## src/rtl/aidc_seq_pkg.sv

```systemverilog
// ---------------------------------------------------------------------------
// aidc_seq_pkg
// Shared types and constants for the AIDC Lite job sequencer.
//   state_t      : sequencer FSM states
//   REG_*        : engine APB register offsets (identical for both engines)
//   STATUS_DONE  : status register value meaning "engine finished"
//   step_addr()  : APB offset for a per-phase step (0..4)
//   step_wdata() : APB write data for a phase/step pair
// ---------------------------------------------------------------------------
package aidc_seq_pkg;

    typedef enum logic [2:0] {
        IDLE,
        SETUP,
        ACCESS,
        WAIT,
        SETTLE,
        DONE,
        TIMEOUT
    } state_t;

    localparam logic [31:0] REG_SRC     = 32'h0000_0000;
    localparam logic [31:0] REG_DST     = 32'h0000_0004;
    localparam logic [31:0] REG_LEN     = 32'h0000_0008;
    localparam logic [31:0] REG_CMD     = 32'h0000_000C;
    localparam logic [31:0] REG_STATUS  = 32'h0000_0010;
    localparam logic [31:0] STATUS_DONE = 32'h0000_0001;

    // Steps 0..3 are register writes, step 4 is the status poll.
    localparam logic [2:0] STEP_STATUS = 3'd4;

    function automatic logic [31:0] step_addr(input logic [2:0] step);
        case (step)
            3'd0:    return REG_SRC;
            3'd1:    return REG_DST;
            3'd2:    return REG_LEN;
            3'd3:    return REG_CMD;
            default: return REG_STATUS;
        endcase
    endfunction

    // Phase 0 programs the compressor (src -> tmp), phase 1 the
    // decompressor (tmp -> dst). Reads carry zero write data.
    function automatic logic [31:0] step_wdata(
        input logic        ph,
        input logic [2:0]  step,
        input logic [31:0] src,
        input logic [31:0] tmp,
        input logic [31:0] dst,
        input logic [31:0] clen,
        input logic [31:0] dlen
    );
        case (step)
            3'd0:    return ph ? tmp  : src;
            3'd1:    return ph ? dst  : tmp;
            3'd2:    return ph ? dlen : clen;
            3'd3:    return 32'h0000_0001;
            default: return 32'h0000_0000;
        endcase
    endfunction

endpackage

```

## src/rtl/aidc_apb_xfer.sv

```systemverilog
// ---------------------------------------------------------------------------
// aidc_apb_xfer
// One APB transfer (SETUP then ACCESS) towards one of two slaves.
//   start/sel/write/addr/wdata : launch a transfer; SETUP appears next cycle.
//                                sel = 0 compressor, 1 decompressor.
//   done/rdata                 : combinational, high in the ACCESS cycle in
//                                which the selected slave's pready is high.
//   psel_comp/psel_decomp/penable/pwrite/paddr/pwdata : APB master outputs.
//   prdata_*/pready_*          : APB slave responses.
// A start in the same cycle as done chains the next transfer with no idle
// cycle. Reset drops psel/penable at once, abandoning any access.
// ---------------------------------------------------------------------------
module aidc_apb_xfer (
    input  logic        clk,
    input  logic        rst,
    input  logic        start,
    input  logic        sel,
    input  logic        write,
    input  logic [31:0] addr,
    input  logic [31:0] wdata,
    output logic        done,
    output logic [31:0] rdata,
    output logic        psel_comp,
    output logic        psel_decomp,
    output logic        penable,
    output logic        pwrite,
    output logic [31:0] paddr,
    output logic [31:0] pwdata,
    input  logic [31:0] prdata_comp,
    input  logic [31:0] prdata_decomp,
    input  logic        pready_comp,
    input  logic        pready_decomp
);

    // The active psel identifies the target; the other slave's pready is ignored.
    assign done  = penable && (psel_decomp ? pready_decomp : pready_comp);
    assign rdata = psel_decomp ? prdata_decomp : prdata_comp;

    // NOTE: clocked state uses non-blocking (<=) so every register samples
    // pre-edge values regardless of block ordering.
    always_ff @(posedge clk or posedge rst) begin
        if (rst) begin
            psel_comp   <= 1'b0;
            psel_decomp <= 1'b0;
            penable     <= 1'b0;
            pwrite      <= 1'b0;
            paddr       <= '0;
            pwdata      <= '0;
        end else if (start) begin
            psel_comp   <= !sel;
            psel_decomp <= sel;
            penable     <= 1'b0;
            pwrite      <= write;
            paddr       <= addr;
            pwdata      <= write ? wdata : '0;
        end else if ((psel_comp || psel_decomp) && !penable) begin
            penable     <= 1'b1;
        end else if (done) begin
            psel_comp   <= 1'b0;
            psel_decomp <= 1'b0;
            penable     <= 1'b0;
            pwrite      <= 1'b0;
            paddr       <= '0;
            pwdata      <= '0;
        end
    end

endmodule

```

## src/rtl/aidc_job_sequencer.sv

```systemverilog
// ---------------------------------------------------------------------------
// aidc_job_sequencer
// Runs one compress-then-decompress round trip through the AIDC Lite engines.
// For each engine: write src, dst, len, start(=1), then poll status every
// POLL_INTERVAL idle cycles until it reads STATUS_DONE (or POLL_MAX reads
// fail -> timeout), then idle SETTLE_CYCLES before moving on.
//   job_valid/job_ready + job_*   : descriptor handshake (accepted in IDLE)
//   job_done/job_err              : one-cycle completion pulse, err = timeout
//   busy/phase                    : job in progress, 0 = compress, 1 = decompress
//   psel_*/penable/pwrite/paddr/pwdata, prdata_*/pready_* : APB master
// ---------------------------------------------------------------------------
module aidc_job_sequencer
    import aidc_seq_pkg::*;
#(
    parameter int POLL_INTERVAL = 100,
    parameter int POLL_MAX      = 10000,
    parameter int SETTLE_CYCLES = 50
) (
    input  logic        clk,
    input  logic        rst,
    input  logic        job_valid,
    output logic        job_ready,
    input  logic [31:0] job_src_addr,
    input  logic [31:0] job_tmp_addr,
    input  logic [31:0] job_dst_addr,
    input  logic [31:0] job_comp_len,
    input  logic [31:0] job_decomp_len,
    output logic        job_done,
    output logic        job_err,
    output logic        busy,
    output logic        phase,
    output logic        psel_comp,
    output logic        psel_decomp,
    output logic        penable,
    output logic        pwrite,
    output logic [31:0] paddr,
    output logic [31:0] pwdata,
    input  logic [31:0] prdata_comp,
    input  logic [31:0] prdata_decomp,
    input  logic        pready_comp,
    input  logic        pready_decomp
);

    localparam int PW = ($clog2(POLL_MAX + 1) > 14) ? $clog2(POLL_MAX + 1) : 14;

    state_t        state;
    logic [2:0]    step;
    logic [PW-1:0] poll_cnt;
    logic [31:0]   cnt;
    logic [31:0]   src_q, tmp_q, dst_q, clen_q, dlen_q;

    logic          xfer_start;
    logic          xfer_done;
    logic [31:0]   xfer_rdata;
    logic          cmd_phase;
    logic [2:0]    cmd_step;
    logic          cmd_write;
    logic [31:0]   cmd_addr;
    logic [31:0]   cmd_wdata;
    logic          wait_end;
    logic          settle_end;

    assign wait_end   = (cnt == 32'(POLL_INTERVAL - 1));
    assign settle_end = (cnt == 32'(SETTLE_CYCLES - 1));

    // The next transfer is launched in the cycle the FSM decides on it, so
    // its SETUP shows up on the bus exactly one cycle later.
    // NOTE: every always_comb output gets a default first so no path can
    // leave it unassigned and infer a latch.
    always_comb begin
        xfer_start = 1'b0;
        cmd_phase  = phase;
        cmd_step   = step;
        case (state)
            IDLE: begin
                if (job_valid && job_ready) begin
                    xfer_start = 1'b1;
                    cmd_phase  = 1'b0;
                    cmd_step   = 3'd0;
                end
            end
            ACCESS: begin
                if (xfer_done && step != STEP_STATUS) begin
                    xfer_start = 1'b1;
                    cmd_step   = step + 3'd1;
                end
            end
            WAIT: begin
                if (wait_end) begin
                    xfer_start = 1'b1;
                    cmd_step   = STEP_STATUS;
                end
            end
            SETTLE: begin
                if (settle_end && !phase) begin
                    xfer_start = 1'b1;
                    cmd_phase  = 1'b1;
                    cmd_step   = 3'd0;
                end
            end
            default: ;
        endcase
        cmd_addr  = step_addr(cmd_step);
        cmd_write = (cmd_step != STEP_STATUS);
        // On acceptance the descriptor is not registered yet; take src live.
        cmd_wdata = (state == IDLE) ? job_src_addr
                  : step_wdata(cmd_phase, cmd_step, src_q, tmp_q, dst_q, clen_q, dlen_q);
    end

    always_ff @(posedge clk or posedge rst) begin
        if (rst) begin
            state     <= IDLE;
            step      <= '0;
            poll_cnt  <= '0;
            cnt       <= '0;
            src_q     <= '0;
            tmp_q     <= '0;
            dst_q     <= '0;
            clen_q    <= '0;
            dlen_q    <= '0;
            job_ready <= 1'b1;
            job_done  <= 1'b0;
            job_err   <= 1'b0;
            busy      <= 1'b0;
            phase     <= 1'b0;
        end else begin
            job_done <= 1'b0;
            job_err  <= 1'b0;
            case (state)
                IDLE: begin
                    if (job_valid && job_ready) begin
                        src_q     <= job_src_addr;
                        tmp_q     <= job_tmp_addr;
                        dst_q     <= job_dst_addr;
                        clen_q    <= job_comp_len;
                        dlen_q    <= job_decomp_len;
                        job_ready <= 1'b0;
                        busy      <= 1'b1;
                        phase     <= 1'b0;
                        step      <= '0;
                        poll_cnt  <= '0;
                        state     <= SETUP;
                    end
                end
                SETUP: state <= ACCESS;
                ACCESS: begin
                    if (xfer_done) begin
                        if (step != STEP_STATUS) begin
                            step  <= step + 3'd1;
                            state <= SETUP;
                        end else if (xfer_rdata == STATUS_DONE) begin
                            cnt   <= '0;
                            state <= SETTLE;
                        end else if (poll_cnt == PW'(POLL_MAX - 1)) begin
                            // This was read number POLL_MAX: give up.
                            poll_cnt <= poll_cnt + PW'(1);
                            job_done <= 1'b1;
                            job_err  <= 1'b1;
                            busy     <= 1'b0;
                            state    <= TIMEOUT;
                        end else begin
                            poll_cnt <= poll_cnt + PW'(1);
                            cnt      <= '0;
                            state    <= WAIT;
                        end
                    end
                end
                WAIT: begin
                    if (wait_end) state <= SETUP;
                    else          cnt   <= cnt + 32'd1;
                end
                SETTLE: begin
                    if (settle_end) begin
                        if (!phase) begin
                            phase    <= 1'b1;
                            step     <= '0;
                            poll_cnt <= '0;
                            state    <= SETUP;
                        end else begin
                            job_done <= 1'b1;
                            busy     <= 1'b0;
                            state    <= DONE;
                        end
                    end else begin
                        cnt <= cnt + 32'd1;
                    end
                end
                DONE, TIMEOUT: begin
                    job_ready <= 1'b1;
                    state     <= IDLE;
                end
                default: state <= IDLE;
            endcase
        end
    end

    aidc_apb_xfer u_xfer (
        .clk           (clk),
        .rst           (rst),
        .start         (xfer_start),
        .sel           (cmd_phase),
        .write         (cmd_write),
        .addr          (cmd_addr),
        .wdata         (cmd_wdata),
        .done          (xfer_done),
        .rdata         (xfer_rdata),
        .psel_comp     (psel_comp),
        .psel_decomp   (psel_decomp),
        .penable       (penable),
        .pwrite        (pwrite),
        .paddr         (paddr),
        .pwdata        (pwdata),
        .prdata_comp   (prdata_comp),
        .prdata_decomp (prdata_decomp),
        .pready_comp   (pready_comp),
        .pready_decomp (pready_decomp)
    );

endmodule
```

## config.mk

```make
export PLATFORM = sky130hd
export DESIGN_NAME = aidc_job_sequencer
export DESIGN_NICKNAME = d
export VERILOG_FILES = /design/src/rtl/aidc_seq_pkg.sv /design/src/rtl/aidc_apb_xfer.sv /design/src/rtl/aidc_job_sequencer.sv
export SDC_FILE = /design/constraint.sdc
export NUM_CORES = 1
export LEC_CHECK = 0
export ABC_CLOCK_PERIOD_IN_PS = 8950
export CAP_MARGIN = 25
export CORE_UTILIZATION = 50
export CTS_CLUSTER_DIAMETER = 100
export DETAILED_ROUTE_END_ITERATION = 16
export PLACE_DENSITY = 0.8
export SLEW_MARGIN = 20
export SYNTH_ARGS = -nofsm -noshare
export SYNTH_HDL_FRONTEND = slang
export SYNTH_SLANG_ARGS = --single-unit
```

## constraint.sdc

```tcl
create_clock -name clk -period 8.95 [get_ports clk]
set_input_delay 1.3425 -clock clk [delete_from_list [all_inputs] [get_ports clk]]
set_output_delay 1.3425 -clock clk [all_outputs]
set_load 0.02 [all_outputs]
```

==> impl_metrics.toml <==
[clock_network]
cts_resized = 0
clk_pin_slew_worst_paths_ns = 0.06
clock-sinks = 256
cts_buffers = 28
htreeDepth = 1
cts_tree = "built"
hold_buffers = 0
cts_buffer_depth = 3
post_cts_buffers = 0
clockRootBuffer = "clkbuf_16"
clk_latency_ns = 0.56

[synth]
ys_async_sr_fraction_pct = 100
ys_seq_area_share_pct = 50.5
avgSynthCellArea_um2 = 8.74
synth_edf_count = 0
yosysWarnings = 0
syn_inst = 1450
synth-seq-cells = 256
synthFlopType = "dfrtp_1"
syn-cell-area_um2 = 12700
synth_cell_type_count = 75

[critical_path]
critPathLaunchType = "primary input"
reg2reg_depth = 9
timing.rr.end = "u_xfer.pwdata[1]$_DFFE_PP0P_"
worstPathArrival_ns = 5.34
cp.required_ns = 9.35
end_kind = "flip-flop"
r2r_slack_ns = 4.57
crit-reg2reg-launch = "state[1]$_DFFE_PP0P_"
endpoint = "u_xfer.pwdata[1]$_DFFE_PP0P_"
path_class = "in -> reg"
critPathLaunch = "job_valid"
critPathMaxFanout = 64

[outcome]
status = "complete, no violations"

[global_route]
overflow = 0
grt_pass1_vias = 11000
grt.total_usage_pct = 27.7
grt_pass1_wl_mm = 57.2
antenna_found_initial = 0
grt_start_max_net_pins = 141

[sta]
setup_tns_ns = 0
timing.fmax_mhz = 203
clock_skew_ns = 0.0178
slew_headroom_pct = 33.8
finalHoldViolations = 0
drv_slew = 0
worstMarginPinSlew_ns = 0.993
rsz0062_at_grt = "no"
finalCriticalPeriod_ns = 4.93
whs_ns = 0.473
post-route-period-util_pct = 55.1
setup_viol = 0

[routing]
drt-total-wl_mm = 36.4
viasPerCell = 5.63
dr.first_iter.drc_count = 849
drc = 0
drtPass1Iterations = 5
wl_per_cell_um = 17.9
ant_nets = 0
vias = 11400

[die]
die_w_um = 161
die_h_um = 161
start_util_pct = 51.5
num_io_pins = 302
design.die.area_um2 = 26000
num_rows = 57
core_um2 = 24600

[power_and_ir_drop]
combPwrFrac_pct = 5.9
internal_power_w = 0.00189
max-vdd-ir-drop_mv = 0.110
swShare_pct = 21.9
power.switching_w = 0.000531
p_per_area_nw_per_um2 = 148
power_frac_seq_pct = 47.7
p_clk_share_pct = 46.4
leakagePower_nw = 7.66

[final_layout]
nets = 1917
drive_gt1_share_pct = 7.16
stdcell_area_um2 = 16400
fillers = 1996
layout.cells.non_filler = 2028
post-route-util_pct = 66.5
area_growth_pct = 29.1
n_antenna_cell = 0

[place]
io_buffer_count = 272
gp_congestion = 0.888
place_inst = 1975
post-dp-hpwl_mm = 25.4
place_area_um2 = 15400

[hold_path]
hp-class = "reg -> reg"
min_from = "dlen_q[3]$_DFFE_PP0P_"

[flow_run]
maxCapViolations = 0
area by class of cell:
class	instances	area [µm²]	share of cell area, %
Clock buffer	44	841	5.14
Tap cell	324	405	2.48
Timing Repair Buffer	283	2830	17.3
Sequential cell	256	6410	39.2
Clock inverter	7	66.3	0.405
Inverter	9	41.3	0.252
Multi-Input combinational cell	1105	5770	35.3
worst min path at each step:
stage               depth (start not counted)               endpoint
global placement                            2  tmp_q[23]$_DFFE_PP0P_
CTS                                         2   tmp_q[8]$_DFFE_PP0P_
detailed placement                          2   tmp_q[8]$_DFFE_PP0P_
finish                                      2  dlen_q[3]$_DFFE_PP0P_
floorplan                                   2  tmp_q[11]$_DFFE_PP0P_
global route                                2  dlen_q[3]$_DFFE_PP0P_
power by group through the flow:
stage                     clock [W]  combinational [W]  sequential [W]
after floorplan                   0          0.0000398         0.00118
after global placement            0           0.000142         0.00118
after detailed placement          0           0.000142         0.00118
after CTS                   0.00113           0.000143         0.00116
after global routing        0.00118           0.000154         0.00116
final                       0.00113           0.000143         0.00116
worst max-delay path, cell delays in order:
cell and delay [ns]:
clkdlybuf4s50_1 0.54, nand3b_1 0.20, or3_4 0.65, a2bb2oi_4 0.81, inv_2 0.50, and3_1 0.45
buf_4 0.31, a22o_1 0.22, a211oi_2 0.17, o211ai_2 0.09
synth_stat cells, types with 3 or more instances:
cell / instances / share of area [%]
clkbuf_1: 57 / 1.7
a41oi_1: 3 / 0.21
nor4_4: 3 / 0.50
o31ai_1: 8 / 0.47
nand2_1: 594 / 18
or3_1: 11 / 0.54
xnor2_1: 4 / 0.28
o21ai_1: 11 / 0.43
o211ai_2: 20 / 2.0
nor4_1: 21 / 1.0
nor2_1: 49 / 1.5
a22o_1: 33 / 2.3
o21a_1: 3 / 0.18
a22oi_1: 10 / 0.59
buf_2: 11 / 0.43
nor2b_1: 9 / 0.44
xor2_1: 11 / 0.76
and2_1: 9 / 0.44
nor3_1: 10 / 0.39
a31oi_1: 3 / 0.15
nand3_1: 22 / 0.87
nand2b_1: 4 / 0.20
ha_1: 5 / 0.49
and3_1: 22 / 1.1
o2111ai_1: 10 / 0.69
a21oi_1: 52 / 2.1
dfrtp_1: 255 / 50
nor4b_1: 3 / 0.21
buf_4: 31 / 1.8
and4_1: 3 / 0.21
inv_1: 8 / 0.24
nand4_1: 23 / 1.1
buf_6: 8 / 0.71
a211oi_2: 20 / 2.0
o21ai_0: 53 / 2.1
o211ai_1: 3 / 0.18
sequential cells by signal, summed over array words and instances (netlist names):
register,cells
clen_q,32
cnt,32
dlen_q,32
dst_q,32
src_q,32
tmp_q,32
u_xfer.pwdata,32
poll_cnt,14
state,3
step,3
u_xfer.paddr,3
busy,1
job_done,1
job_err,1
job_ready,1
phase,1
u_xfer.penable,1
u_xfer.psel_comp,1
u_xfer.psel_decomp,1
u_xfer.pwrite,1
metal layers:
metal  GRT usage, %  part of all wire (%)
met1           36.8                    42
met2           44.6                    46
met3           5.42                   8.4
met4           11.3                   3.6
met5              0                     0
through the flow:
step,setup slack (ns),total power (W)
after global routing,3.85,0.00249
after global placement,3.28,0.00132
final,4.02,0.00243
after floorplan,0.567,0.00122
after CTS,3.84,0.00243
after detailed placement,3.27,0.00132
cell families (layout without fill, tap and decap cells):
kind of cell    Yosys count  after routing  synth area share, %
buf+inv                 117            343                 4.96
compound gates          246            246                 14.6
flops                   256            256                 50.5
fa+ha+maj                 5              5                0.494
simple gates            807            807                 28.0
other cells               1             29               0.0296
xor+xnor                 15             15                 1.04
mux                       3              3                0.336
cell usage in the layout, fill, tap and decap left out, drive strengths merged, types with 3 or more instances in the layout:
master	n
o31ai	8
a22o	33
xor2	11
a21oi	53
a31oi	3
clkdlybuf4s50	272
nor4	26
nand2	594
nand2b	5
o211ai	23
and4	3
inv	10
nand3	23
o21a	4
and2	9
or3	11
clkbuf	44
a211oi	22
dfrtp	255
conb	29
nand4	24
nor2	50
and3	22
xnor2	4
nor4b	3
nor2b	9
buf	11
a22oi	10
a41oi	3
o21ai	64
or2	3
nor3	11
nor3b	3
o2111ai	10
ha	5
clkinv	6
No activity file was read; power rests on OpenSTA's default activity.
